<file path="src/rtl/rs_enc_pkg.sv">
// Field, code and bus constants for the systematic RS(255,239) encoder,
// plus elaboration-time GF(2^8) helpers used to build the generator polynomial.
package rs_enc_pkg;

  localparam int SYMB_WIDTH        = 8;
  localparam int POLY              = 285;
  localparam int N_LEN             = 255;
  localparam int K_LEN             = 239;
  localparam int ROOTS_NUM         = N_LEN - K_LEN;
  localparam int BUS_WIDTH_IN_SYMB = 4;
  localparam int FIRST_ROOT        = 1;
  localparam int P_BEATS           = (ROOTS_NUM + BUS_WIDTH_IN_SYMB - 1) / BUS_WIDTH_IN_SYMB;
  localparam int DATA_W            = BUS_WIDTH_IN_SYMB * SYMB_WIDTH;
  localparam int CNT_W             = $clog2(BUS_WIDTH_IN_SYMB + 1);
  localparam int PB_W              = (P_BEATS > 1) ? $clog2(P_BEATS) : 1;
  localparam int LEN_W             = $clog2(K_LEN + BUS_WIDTH_IN_SYMB + 1);
  localparam int RI_W              = (ROOTS_NUM > 1) ? $clog2(ROOTS_NUM) : 1;

  typedef logic [SYMB_WIDTH-1:0] symb_t;
  typedef symb_t [ROOTS_NUM:0]   gpoly_t;
  typedef symb_t [ROOTS_NUM-1:0] rem_t;
  typedef enum logic [0:0] {ST_MSG = 1'b0, ST_PARITY = 1'b1} state_t;

  localparam logic [SYMB_WIDTH:0] POLY_V = POLY[SYMB_WIDTH:0];

  // Shift-and-add multiply; with one constant operand this folds to XOR trees.
  function automatic symb_t gf_mult(input symb_t a, input symb_t b);
    symb_t p;
    symb_t aa;
    p  = '0;
    aa = a;
    for (int i = 0; i < SYMB_WIDTH; i++) begin
      if (b[i]) p = p ^ aa;
      else      p = p;
      if (aa[SYMB_WIDTH-1]) aa = {aa[SYMB_WIDTH-2:0], 1'b0} ^ POLY_V[SYMB_WIDTH-1:0];
      else                  aa = {aa[SYMB_WIDTH-2:0], 1'b0};
    end
    return p;
  endfunction

  function automatic symb_t gf_alpha_pow(input int e);
    symb_t p;
    p = symb_t'(1'b1);
    for (int k = 0; k < e; k++) p = gf_mult(p, symb_t'(2'd2));
    return p;
  endfunction

  // g(x) = prod (x + alpha^(FIRST_ROOT+i)); g[ROOTS_NUM] is the monic leading term.
  function automatic gpoly_t gen_gpoly();
    gpoly_t g;
    symb_t  root;
    g    = '0;
    g[0] = symb_t'(1'b1);
    for (int i = 0; i < ROOTS_NUM; i++) begin
      root = gf_alpha_pow(FIRST_ROOT + i);
      for (int j = ROOTS_NUM; j > 0; j--) g[j] = g[j-1] ^ gf_mult(g[j], root);
      g[0] = gf_mult(g[0], root);
    end
    return g;
  endfunction

endpackage

</file>
<file path="src/rtl/rs_enc_if.sv">
// Stream bus of the encoder: message input, codeword output and length error flag.
interface rs_enc_if;
  import rs_enc_pkg::*;

  logic              s_tvalid;
  logic              s_tready;
  logic [DATA_W-1:0] s_tdata;
  logic              s_tlast;
  logic [CNT_W-1:0]  s_tsymb_cnt;
  logic              m_tvalid;
  logic              m_tready;
  logic [DATA_W-1:0] m_tdata;
  logic              m_tparity;
  logic              m_tlast;
  logic              err_len;

  // Environment side: produces messages, consumes codewords.
  modport master (
    output s_tvalid, s_tdata, s_tlast, s_tsymb_cnt, m_tready,
    input  s_tready, m_tvalid, m_tdata, m_tparity, m_tlast, err_len
  );

  // Encoder side.
  modport slave (
    input  s_tvalid, s_tdata, s_tlast, s_tsymb_cnt, m_tready,
    output s_tready, m_tvalid, m_tdata, m_tparity, m_tlast, err_len
  );

endinterface

</file>
<file path="src/rtl/rs_enc_lfsr_step.sv">
// Absorbs up to BUS_WIDTH_IN_SYMB message symbols into the parity remainder in one
// combinational pass; lane 0 is absorbed first, masked lanes leave the remainder untouched.
module rs_enc_lfsr_step
  import rs_enc_pkg::*;
(
  input  rem_t                         i_rem,
  input  logic [DATA_W-1:0]            i_data,
  input  logic [BUS_WIDTH_IN_SYMB-1:0] i_mask,
  output rem_t                         o_rem
);

  localparam gpoly_t G = gen_gpoly();

  rem_t  w_r;
  rem_t  w_sh;
  symb_t w_fb;

  // Unrolled LFSR division by g(x), one stage per lane.
  always_comb begin
    w_r  = i_rem;
    w_sh = '0;
    w_fb = '0;
    for (int l = 0; l < BUS_WIDTH_IN_SYMB; l++) begin
      w_fb    = i_data[l*SYMB_WIDTH +: SYMB_WIDTH] ^ w_r[ROOTS_NUM-1];
      w_sh[0] = gf_mult(w_fb, G[0]);
      for (int i = 1; i < ROOTS_NUM; i++) w_sh[i] = w_r[i-1] ^ gf_mult(w_fb, G[i]);
      w_r = i_mask[l] ? w_sh : w_r;
    end
    o_rem = w_r;
  end

endmodule

</file>
<file path="src/rtl/rs_enc.sv">
// Systematic RS encoder top: forwards message beats through a one-deep output slot,
// then appends the remainder as P_BEATS parity beats.
module rs_enc
  import rs_enc_pkg::*;
(
  input  logic    clk,
  input  logic    rst_n,
  rs_enc_if.slave bus
);

  state_t                       r_state;
  rem_t                         r_rem;
  logic [LEN_W-1:0]             r_len;
  logic [PB_W-1:0]              r_pbeat;
  logic                         r_m_tvalid;
  logic [DATA_W-1:0]            r_m_tdata;
  logic                         r_m_tparity;
  logic                         r_m_tlast;
  logic                         r_err_len;

  logic                         w_load;
  logic                         w_accept;
  logic [CNT_W-1:0]             w_nvalid;
  logic [BUS_WIDTH_IN_SYMB-1:0] w_mask;
  logic [DATA_W-1:0]            w_msg;
  logic [DATA_W-1:0]            w_par;
  logic [LEN_W-1:0]             w_len_sum;
  logic                         w_ovf;
  logic                         w_last_pbeat;
  rem_t                         w_rem_next;
  int                           w_idx;

  assign w_load       = !r_m_tvalid || bus.m_tready;
  assign bus.s_tready = (r_state == ST_MSG) && w_load;
  assign w_accept     = bus.s_tvalid && bus.s_tready;
  assign w_len_sum    = r_len + LEN_W'(w_nvalid);
  // Only the crossing beat flags; the counter saturates once past K_LEN.
  assign w_ovf        = (r_len <= LEN_W'(K_LEN)) && (w_len_sum > LEN_W'(K_LEN));
  assign w_last_pbeat = (r_pbeat == PB_W'(P_BEATS - 1));

  // Valid-lane count, lane mask and zeroed invalid lanes of the incoming beat.
  always_comb begin
    if (bus.s_tlast && (bus.s_tsymb_cnt != '0)) w_nvalid = bus.s_tsymb_cnt;
    else                                        w_nvalid = CNT_W'(BUS_WIDTH_IN_SYMB);
    w_mask = '0;
    w_msg  = '0;
    for (int l = 0; l < BUS_WIDTH_IN_SYMB; l++) begin
      w_mask[l] = (CNT_W'(l) < w_nvalid);
      w_msg[l*SYMB_WIDTH +: SYMB_WIDTH] = w_mask[l] ? bus.s_tdata[l*SYMB_WIDTH +: SYMB_WIDTH] : '0;
    end
  end

  // Parity lanes of the current beat, highest-degree remainder symbol first.
  always_comb begin
    w_par = '0;
    w_idx = 0;
    for (int l = 0; l < BUS_WIDTH_IN_SYMB; l++) begin
      w_idx = ROOTS_NUM - 1 - (int'(r_pbeat) * BUS_WIDTH_IN_SYMB + l);
      if (w_idx >= 0) w_par[l*SYMB_WIDTH +: SYMB_WIDTH] = r_rem[w_idx[RI_W-1:0]];
      else            w_par[l*SYMB_WIDTH +: SYMB_WIDTH] = '0;
    end
  end

  rs_enc_lfsr_step u_step (
    .i_rem  (r_rem),
    .i_data (w_msg),
    .i_mask (w_mask),
    .o_rem  (w_rem_next)
  );

  // Codeword FSM, remainder/length bookkeeping and the registered output slot.
  always_ff @(posedge clk) begin
    if (!rst_n) begin
      r_state     <= ST_MSG;
      r_rem       <= '0;
      r_len       <= '0;
      r_pbeat     <= '0;
      r_m_tvalid  <= 1'b0;
      r_m_tdata   <= '0;
      r_m_tparity <= 1'b0;
      r_m_tlast   <= 1'b0;
      r_err_len   <= 1'b0;
    end else begin
      r_err_len <= w_accept && w_ovf;
      case (r_state)
        ST_MSG: begin
          if (w_accept) begin
            r_m_tvalid  <= 1'b1;
            r_m_tdata   <= w_msg;
            r_m_tparity <= 1'b0;
            r_m_tlast   <= 1'b0;
            r_rem       <= w_rem_next;
            r_len       <= (r_len > LEN_W'(K_LEN)) ? r_len : w_len_sum;
            if (bus.s_tlast) begin
              r_state <= ST_PARITY;
              r_pbeat <= '0;
            end
          end else if (w_load) begin
            r_m_tvalid <= 1'b0;
          end
        end
        ST_PARITY: begin
          if (w_load) begin
            r_m_tvalid  <= 1'b1;
            r_m_tdata   <= w_par;
            r_m_tparity <= 1'b1;
            r_m_tlast   <= w_last_pbeat;
            if (w_last_pbeat) begin
              r_state <= ST_MSG;
              r_rem   <= '0;
              r_len   <= '0;
              r_pbeat <= '0;
            end else begin
              r_pbeat <= r_pbeat + PB_W'(1);
            end
          end
        end
        default: r_state <= ST_MSG;
      endcase
    end
  end

  assign bus.m_tvalid  = r_m_tvalid;
  assign bus.m_tdata   = r_m_tdata;
  assign bus.m_tparity = r_m_tparity;
  assign bus.m_tlast   = r_m_tlast;
  assign bus.err_len   = r_err_len;

endmodule

</file>
<file path="src/flat_wrapper.sv">
// flat-port wrapper written by rule: the top's interface ports become plain ports
module rs_enc_flat import rs_enc_pkg::*;
  (clk, rst_n, bus_s_tvalid, bus_s_tdata, bus_s_tlast, bus_s_tsymb_cnt, bus_m_tready, bus_s_tready, bus_m_tvalid, bus_m_tdata, bus_m_tparity, bus_m_tlast, bus_err_len);
  rs_enc_if bus_i ();
  input  logic clk;
  input  logic rst_n;
  input wire logic [$bits(bus_i.s_tvalid)-1:0] bus_s_tvalid;
  input wire logic [$bits(bus_i.s_tdata)-1:0] bus_s_tdata;
  input wire logic [$bits(bus_i.s_tlast)-1:0] bus_s_tlast;
  input wire logic [$bits(bus_i.s_tsymb_cnt)-1:0] bus_s_tsymb_cnt;
  input wire logic [$bits(bus_i.m_tready)-1:0] bus_m_tready;
  output wire logic [$bits(bus_i.s_tready)-1:0] bus_s_tready;
  output wire logic [$bits(bus_i.m_tvalid)-1:0] bus_m_tvalid;
  output wire logic [$bits(bus_i.m_tdata)-1:0] bus_m_tdata;
  output wire logic [$bits(bus_i.m_tparity)-1:0] bus_m_tparity;
  output wire logic [$bits(bus_i.m_tlast)-1:0] bus_m_tlast;
  output wire logic [$bits(bus_i.err_len)-1:0] bus_err_len;
  assign bus_i.s_tvalid = bus_s_tvalid;
  assign bus_i.s_tdata = bus_s_tdata;
  assign bus_i.s_tlast = bus_s_tlast;
  assign bus_i.s_tsymb_cnt = bus_s_tsymb_cnt;
  assign bus_i.m_tready = bus_m_tready;
  assign bus_s_tready = bus_i.s_tready;
  assign bus_m_tvalid = bus_i.m_tvalid;
  assign bus_m_tdata = bus_i.m_tdata;
  assign bus_m_tparity = bus_i.m_tparity;
  assign bus_m_tlast = bus_i.m_tlast;
  assign bus_err_len = bus_i.err_len;
  rs_enc u_core (.clk(clk), .rst_n(rst_n), .bus(bus_i));
endmodule
</file>
<file path="config.mk">
export PLATFORM = sky130hd
export DESIGN_NAME = rs_enc_flat
export DESIGN_NICKNAME = d
export VERILOG_FILES = /design/src/rtl/rs_enc_pkg.sv /design/src/rtl/rs_enc_if.sv /design/src/rtl/rs_enc_lfsr_step.sv /design/src/rtl/rs_enc.sv /design/src/flat_wrapper.sv
export SDC_FILE = /design/constraint.sdc
export NUM_CORES = 1
export LEC_CHECK = 0
export CAP_MARGIN = 10
export CORE_ASPECT_RATIO = 1.1
export CORE_MARGIN = 2
export CORE_UTILIZATION = 45
export DETAILED_ROUTE_END_ITERATION = 7
export HOLD_SLACK_MARGIN = 0.02
export SETUP_SLACK_MARGIN = 0.02
export SLEW_MARGIN = 0
export SYNTH_ARGS = -nofsm -noshare
export SYNTH_HDL_FRONTEND = slang
export SYNTH_SLANG_ARGS = --single-unit
</file>
<file path="constraint.sdc">
create_clock -name clk -period 8.7 [get_ports clk]
set_input_delay 1.74 -clock clk [delete_from_list [all_inputs] [get_ports clk]]
set_output_delay 1.74 -clock clk [all_outputs]
set_load 0.05 [all_outputs]
</file>
Word-level counts from Yosys, hierarchy flattened
Cells that the tools add are included.

Bits in registers: 175. Latch bits: 0. Bits in writable memories: 0. ROM bits: 0. Bits of input ports: 40. Output and inout bits: 37. Word-level logic and storage cells: 384. Memories kept: 0.

Add/sub/neg operators: 9. Multipliers: 0. Div/mod/pow operators: 0. Order comparisons: 15. Equality and inequality tests: 7. Shifts and indexed selects: 0. Multiplexer cells: 79. Bitwise logic cells: 237. Reduce and logical (&&, ||, !) cells: 13.

Operators by type and width (number): $xor 8x8->8 (208); $mux 128 (7); $pmux 128 s2 (1); $mux 5 (28); $bmux 8 s4 (4); $ge 32x1->1 const B (4); $mux 8 (16); $not 4->4 (28); $sub 5x32->32 const A (3); $mux 32 (2); $pmux 32 s2 (1); $lt 4x5->1 const B (4); $gt 8x8->1 const B (2); $pmux 8 s2 (1); $add 4x2->5 const B (2); $mux 1 (9); $add 8x3->8 (1); $le 8x8->1 const B (1); $mux 2 (4); $ne 2x2->1 const B (4); $pmux 1 s2 (4); $lt 1x3->1 const A (2); $lt 2x3->1 const A (2); $reduce_and 3->1 (2); other kinds (15) (20).

Depth between registers and ports, before layout
Gate-level depths: netlist of the first run.

Depth in word-level cells: 79. Depth in mapped cells: 22. Gate-level depth less buffers: 17.

Hierarchy
Synthesis of the first run repeated with hierarchy kept, for this count alone.

Cells, all modules: 2980. Area total of the unflattened synthesis: 25664.6 sq um.

By module, submodules not included: rs_enc_lfsr_step (times used 1, cells an instance 2025, area an instance 16647.2 sq um, sequential area each 0.0 sq um); rs_enc (times used 1, cells an instance 955, area an instance 9017.4 sq um, sequential area each 3503.4 sq um).

Worst setup path after synthesis of the first run
No wires, ideal clock.

Kind: input -> register. From: in bus_s_tdata[1]. To: reg u_core.r_rem[117] (netlist bit). Library setup time: 0.125 ns. Data arrival time: 7.504 ns. Path slack: 1.071 ns. Stages on the path: 17. Buffers on the path: 0. Cell sequence: xnor2_2 -> xnor3_1 -> xnor3_2 -> xor2_2 -> xor2_2 -> xor3_1 -> a31o_2 -> a21oi_2 -> xnor3_1 -> mux2i_1 -> mux2i_2 -> xor2_1 -> xor2_1 -> xnor3_1 -> xnor2_1 -> a222oi_1 -> nor2b_1.

Longest elaborated chain between the ends: 44.

RTL lines: start: declaration (RTL line flat_wrapper.sv:8) `input wire logic [$bits(bus_i.s_tdata)-1:0] bus_s_tdata;`; $mux 8 * (RTL line rs_enc.sv:49) `w_msg[l*SYMB_WIDTH +: SYMB_WIDTH] = w_mask[l] ? bus.s_tdata[l*SYMB_WIDTH +: SYMB_WIDTH] : '0;`; $xor 8x8->8 * (RTL line rs_enc_lfsr_step.sv:24) `w_fb = i_data[l*SYMB_WIDTH +: SYMB_WIDTH] ^ w_r[ROOTS_NUM-1];`; branches (longest 8 deep; another with $xor 8x8->8); $mux 128 * (RTL line rs_enc_lfsr_step.sv:27) `w_r = i_mask[l] ? w_sh : w_r;`; $xor 8x8->8 (tied with other cells) (RTL line rs_enc_lfsr_step.sv:24); $mux 5 (tied with other cells) (RTL line rs_enc_pkg.sv:35) `if (aa[SYMB_WIDTH-1]) aa = {aa[SYMB_WIDTH-2:0], 1'b0} ^ POLY_V[SYMB_WIDTH-1:0];`; $mux 5 / $xor 8x8->8 (equally long branches) (RTL line rs_enc_pkg.sv:35, rs_enc_lfsr_step.sv:24); $not 4->4 (no source line) / $mux 5 (equally long branches); [21 not listed]; $not 4->4 (no source line) / $mux 5 (equally long branches); $mux 5 / $not 4->4 (equally long branches); $xor 8x8->8 / $mux 5 (equally long branches) (RTL line rs_enc_pkg.sv:33, rs_enc_pkg.sv:35); $xor 8x8->8 (RTL line rs_enc_pkg.sv:33) `if (b[i]) p = p ^ aa;`; $xor 8x8->8 (RTL line rs_enc_lfsr_step.sv:26) `for (int i = 1; i < ROOTS_NUM; i++) w_sh[i] = w_r[i-1] ^ gf_mult(w_fb, G[i]);`; $mux 128 * (RTL line rs_enc_lfsr_step.sv:27); $mux 128 * (RTL line rs_enc.sv:87) `if (w_accept) begin`; $pmux 128 s2 * (RTL line rs_enc.sv:85) `case (r_state)`; end signal: assignment (RTL line rs_enc.sv:92) `r_rem <= w_rem_next;`; end: declaration (RTL line rs_enc.sv:12) `rem_t r_rem;`.

Every way passes the cells marked *. The select of a mux whose other input is x is not followed. A chain may end at the register's enable or synchronous reset.

Final worst setup path of the first run
From: in bus_s_tdata[4]. To: reg u_core.r_rem[45] (netlist bit).

Longest elaborated chain between the ends: 43.

RTL lines (RTL line): $mux 8 * (rs_enc.sv:49); $xor 8x8->8 * (rs_enc_lfsr_step.sv:24); $mux 5 (2 in series) (rs_enc_pkg.sv:35); $not 4->4 (no source line); $mux 5; $xor 8x8->8 (rs_enc_pkg.sv:33); $xor 8x8->8 (rs_enc_lfsr_step.sv:26); $mux 128 * (rs_enc_lfsr_step.sv:27); [26 not listed]; $mux 5 (rs_enc_pkg.sv:35); $not 4->4 (no source line); $mux 5; $xor 8x8->8 (rs_enc_pkg.sv:33); $xor 8x8->8 (rs_enc_lfsr_step.sv:26); $mux 128 * (rs_enc_lfsr_step.sv:27); $mux 128 * (rs_enc.sv:87); $pmux 128 s2 * (rs_enc.sv:85).

Marks and branches as above.

==> run_results.csv, run 1 <==
group,metric,value,unit
clock_network,cts-hold-fix-buffers,0,
grt,grt_max_degree,154,
clock_network,cts.path.max_buffers,2,
place,dpl.hpwl,101,mm
flow_run,cap_violations,1,
clock_network,insertion_delay,0.54,ns
routing,wl,129,mm
setup_path,r2r-end,"u_core.r_rem[45]",
setup_path,r2r-start,"u_core.r_rem[124]",
yosys,synth-async-reset-ratio,0,%
timing,fin_skew,0.0196,ns
timing,setup_viol,0,
floorplan,die_x,215,um
timing,finalHoldViolations,0,
timing,fin_setup_tns,0,ns
yosys,synth_top_family_by_area,"XOR/XNOR gates",
yosys,synth-adder-area-share,0.317,%
finish,layout.nets,2858,
setup_path,cp_max_fo,5,
hold_path,hold_path_depth,2,
yosys,avgSynthCellArea,8.34,um^2
yosys,netlist-cell-type-count,66,
grt,grt_pass1_wl,174,mm
setup_path,r2r_cells,17,
yosys,synth_cells,2650,
setup_path,crit_start,"bus_s_tdata[4]",
routing,dr_total_vias,22500,
timing,relSlewSlack,-2.94,%
yosys,synth_compound_area_share,15.9,%
hold_path,hold_path_class,"reg2reg",
setup_path,reg2reg_setup_slack,1.33,ns
finish,fillCellCount,4770,
timing,final.min_clock_period,8.41,ns
yosys,synth-simple-area-share,11.1,%
routing,wire_per_inst,37.2,um
clock_network,htree_levels,4,
setup_path,path_delay_family,"XOR/XNOR gates",
finish,layout-drive-gt1-share,14.1,%
hold_path,min_from,"u_core.r_len[7]",
floorplan,design.core.area,0.0487,mm^2
finish,regArea,0.00351,mm^2
clock_network,cts_sinks,175,
routing,remaining_drc_errors,0,
setup_path,cp_cell_sequence,"clkdlybuf4s50_1 -> xnor2_4 -> xnor3_1 -> xnor2_1 -> xnor3_1 -> xnor2_1 -> xnor2_1 -> a21oi_1 -> xnor3_1 -> nor2_1 -> o22ai_2 -> buf_12 -> xnor2_1 -> buf_4 -> xnor2_1 -> xnor2_1 -> xnor2_1 -> o221ai_1",
clock_network,cts_made_buffers,17,
outcome,violations,"capacitance limit, slew limit",
place,io_buffer_count,76,
timing,grt_setup_unrepaired,"false",
yosys,netlist_area,0.0221,mm^2
setup_path,slowest_stage,"xnor2_1",
grt,antenna_found_initial,3,
timing,max_freq,119,MHz
yosys,ys_seq_area_share,15.9,%
outcome,status,"finished with violations",
yosys,synth-edff-count,0,
setup_path,critPathLaunchType,"input port",
setup_path,cpPeakStageDelay,1.17,ns
floorplan,rows,85,
yosys,ys_seq_elements,175,
grt,grt_pass1_vias,21000,
setup_path,path_buf_inv,3,
yosys,synth_fp_nets,2695,
setup_path,end_kind,"flop",
routing,viasPerCell,6.45,
clock_network,tritoncts,"yes",
clock_network,postCtsSetupRepairBufs,0,
clock_network,cts_resized,0,
setup_path,required,9.07,ns
setup_path,arrival,8.78,ns
finish,area_growth,16.1,%
timing,worst_pin_slew,1.53,ns
finish,multi_input_area,0.0181,mm^2
yosys,synthXorXnorAreaFrac,48.6,%
yosys,synthMuxAreaShare,5.06,%
floorplan,die_area,0.0509,mm^2
clock_network,ctsRootBufferMaster,"clkbuf_16",
timing,post-route-period-util,96.7,%
hold_path,min_to,"u_core.bus.err_len",
routing,ant_nets,0,
place,gp_congestion,1.13,
timing,drv_slew,5,
finish,layout_common_cells,"705 x xnor2_1, 273 x nand2_1, 254 x xor2_1",
yosys,ys.flop_type,"dfxtp_1",
setup_path,path_class,"in2reg",
yosys,yosys_warnings,0,
finish,mostFrequentLayoutCell,"xnor2_1",
grt,grt_usage,50.2,%
floorplan,die_h,236,um
grt,overflow,0,
setup_path,cp.depth,18,
routing,dr.pass1.iters,6,
routing,drtIter0Drc,3703,
clock_network,path_clk_slew,0.08,ns
floorplan,initial_utilization,45.3,%
floorplan,ioPinCount,77,
setup_path,crit_path_frequent_cell,"xnor2_1",
[routing by layer]
layer,GRT usage [%],vias to the layer above,wire (um),share of wire (%)
met2,69.6,1934,51500,40
met5,0,-,0,0
li1,-,9214,-,-
met4,40.3,0,12500,9.7
met1,61.4,10800,46900,36
met3,19.6,522,18600,14
[cell families (layout without fill, tap and decap cells)]
family / Yosys count / count (layout)
flip-flops: 175 / 175
adder cells (fa/ha/maj): 5 / 5
AO/OA/AOI/OAI: 558 / 558
multiplexers: 70 / 70
XOR/XNOR: 1078 / 1078
buffers and inverters: 178 / 353
AND/OR/NAND/NOR: 586 / 586
other: 0 / 4
[area by class of cell]
| type | instances | area share [%] |
|---|---|---|
| Multi-Input combinational cell | 2297 | 70.5 |
| Antenna cell | 4 | 0.0390 |
| Sequential cell | 175 | 13.7 |
| Clock buffer | 17 | 1.66 |
| Timing Repair Buffer | 320 | 10.3 |
| Clock inverter | 14 | 0.595 |
| Inverter | 2 | 0.0342 |
| Tap cell | 652 | 3.18 |
[how the worst max path moves through the flow]
stage / end / slack, ns
after global placement: u_core.r_rem[125] / 0.15
after CTS: u_core.r_rem[45] / 0.74
after floorplan: u_core.r_rem[117] / 1.07
after global routing: u_core.r_rem[45] / 0.40
after detailed placement: u_core.r_rem[125] / 0.21
final: u_core.r_rem[45] / 0.29
[per-stage QoR]
stage	std cells	worst slack (ns)	hold WS (ns)	area [um^2]	utilization [%]
final	3481	0.290	0.494	25600	52.6
after global routing	3477	0.403	0.512	25600	52.6
after CTS	3475	0.744	0.482	25600	52.6
after detailed placement	3444	0.215	0.465	25000	51.4
after global placement	3444	0.154	0.447	25000	51.4
after floorplan	2650	1.07	0.437	22100	-
[state kept, by name, indices dropped and copies added, names as in the netlist, 2 cells and up]
name / flops
u_core.r_len: 8
u_core.r_pbeat: 2
u_core.bus.m_tdata: 32
u_core.r_rem: 128
[synth_stat cells, types with 15 or more instances]
cell	n	area [um^2]
nand2_1	276	1040
o211a_1	33	330
o211ai_1	36	270
a211oi_1	15	113
xnor3_1	56	1260
xnor2_1	716	6270
dfxtp_1	175	3500
xnor2_2	18	293
nor2b_1	59	369
xor2_1	256	2240
clkbuf_1	117	439
mux4_2	32	721
mux2i_1	29	290
buf_1	40	150
a21oi_1	190	951
a222oi_1	22	220
a21boi_0	18	135
nor2_1	211	792
o21ai_0	164	821
[worst min-delay path: stages, from the launching register on]
cell,delay [ns]
dfxtp_1,0.32
nand2_1,0.08
nor3_1,0.05
Power of run 1 is not shown: default switching activity piles up to over one toggle a cycle in this logic, so the estimate is an artifact.
==> inputs of run 2 (changes only) <==
Settings changed: CTS_BUF_LIST from default to sky130_fd_sc_hd__clkbuf_16.
==> results of run 2 <==
The final DEF is identical to that of run 1; final timing and power are the same.
Power of run 2 is left out for the same reason.
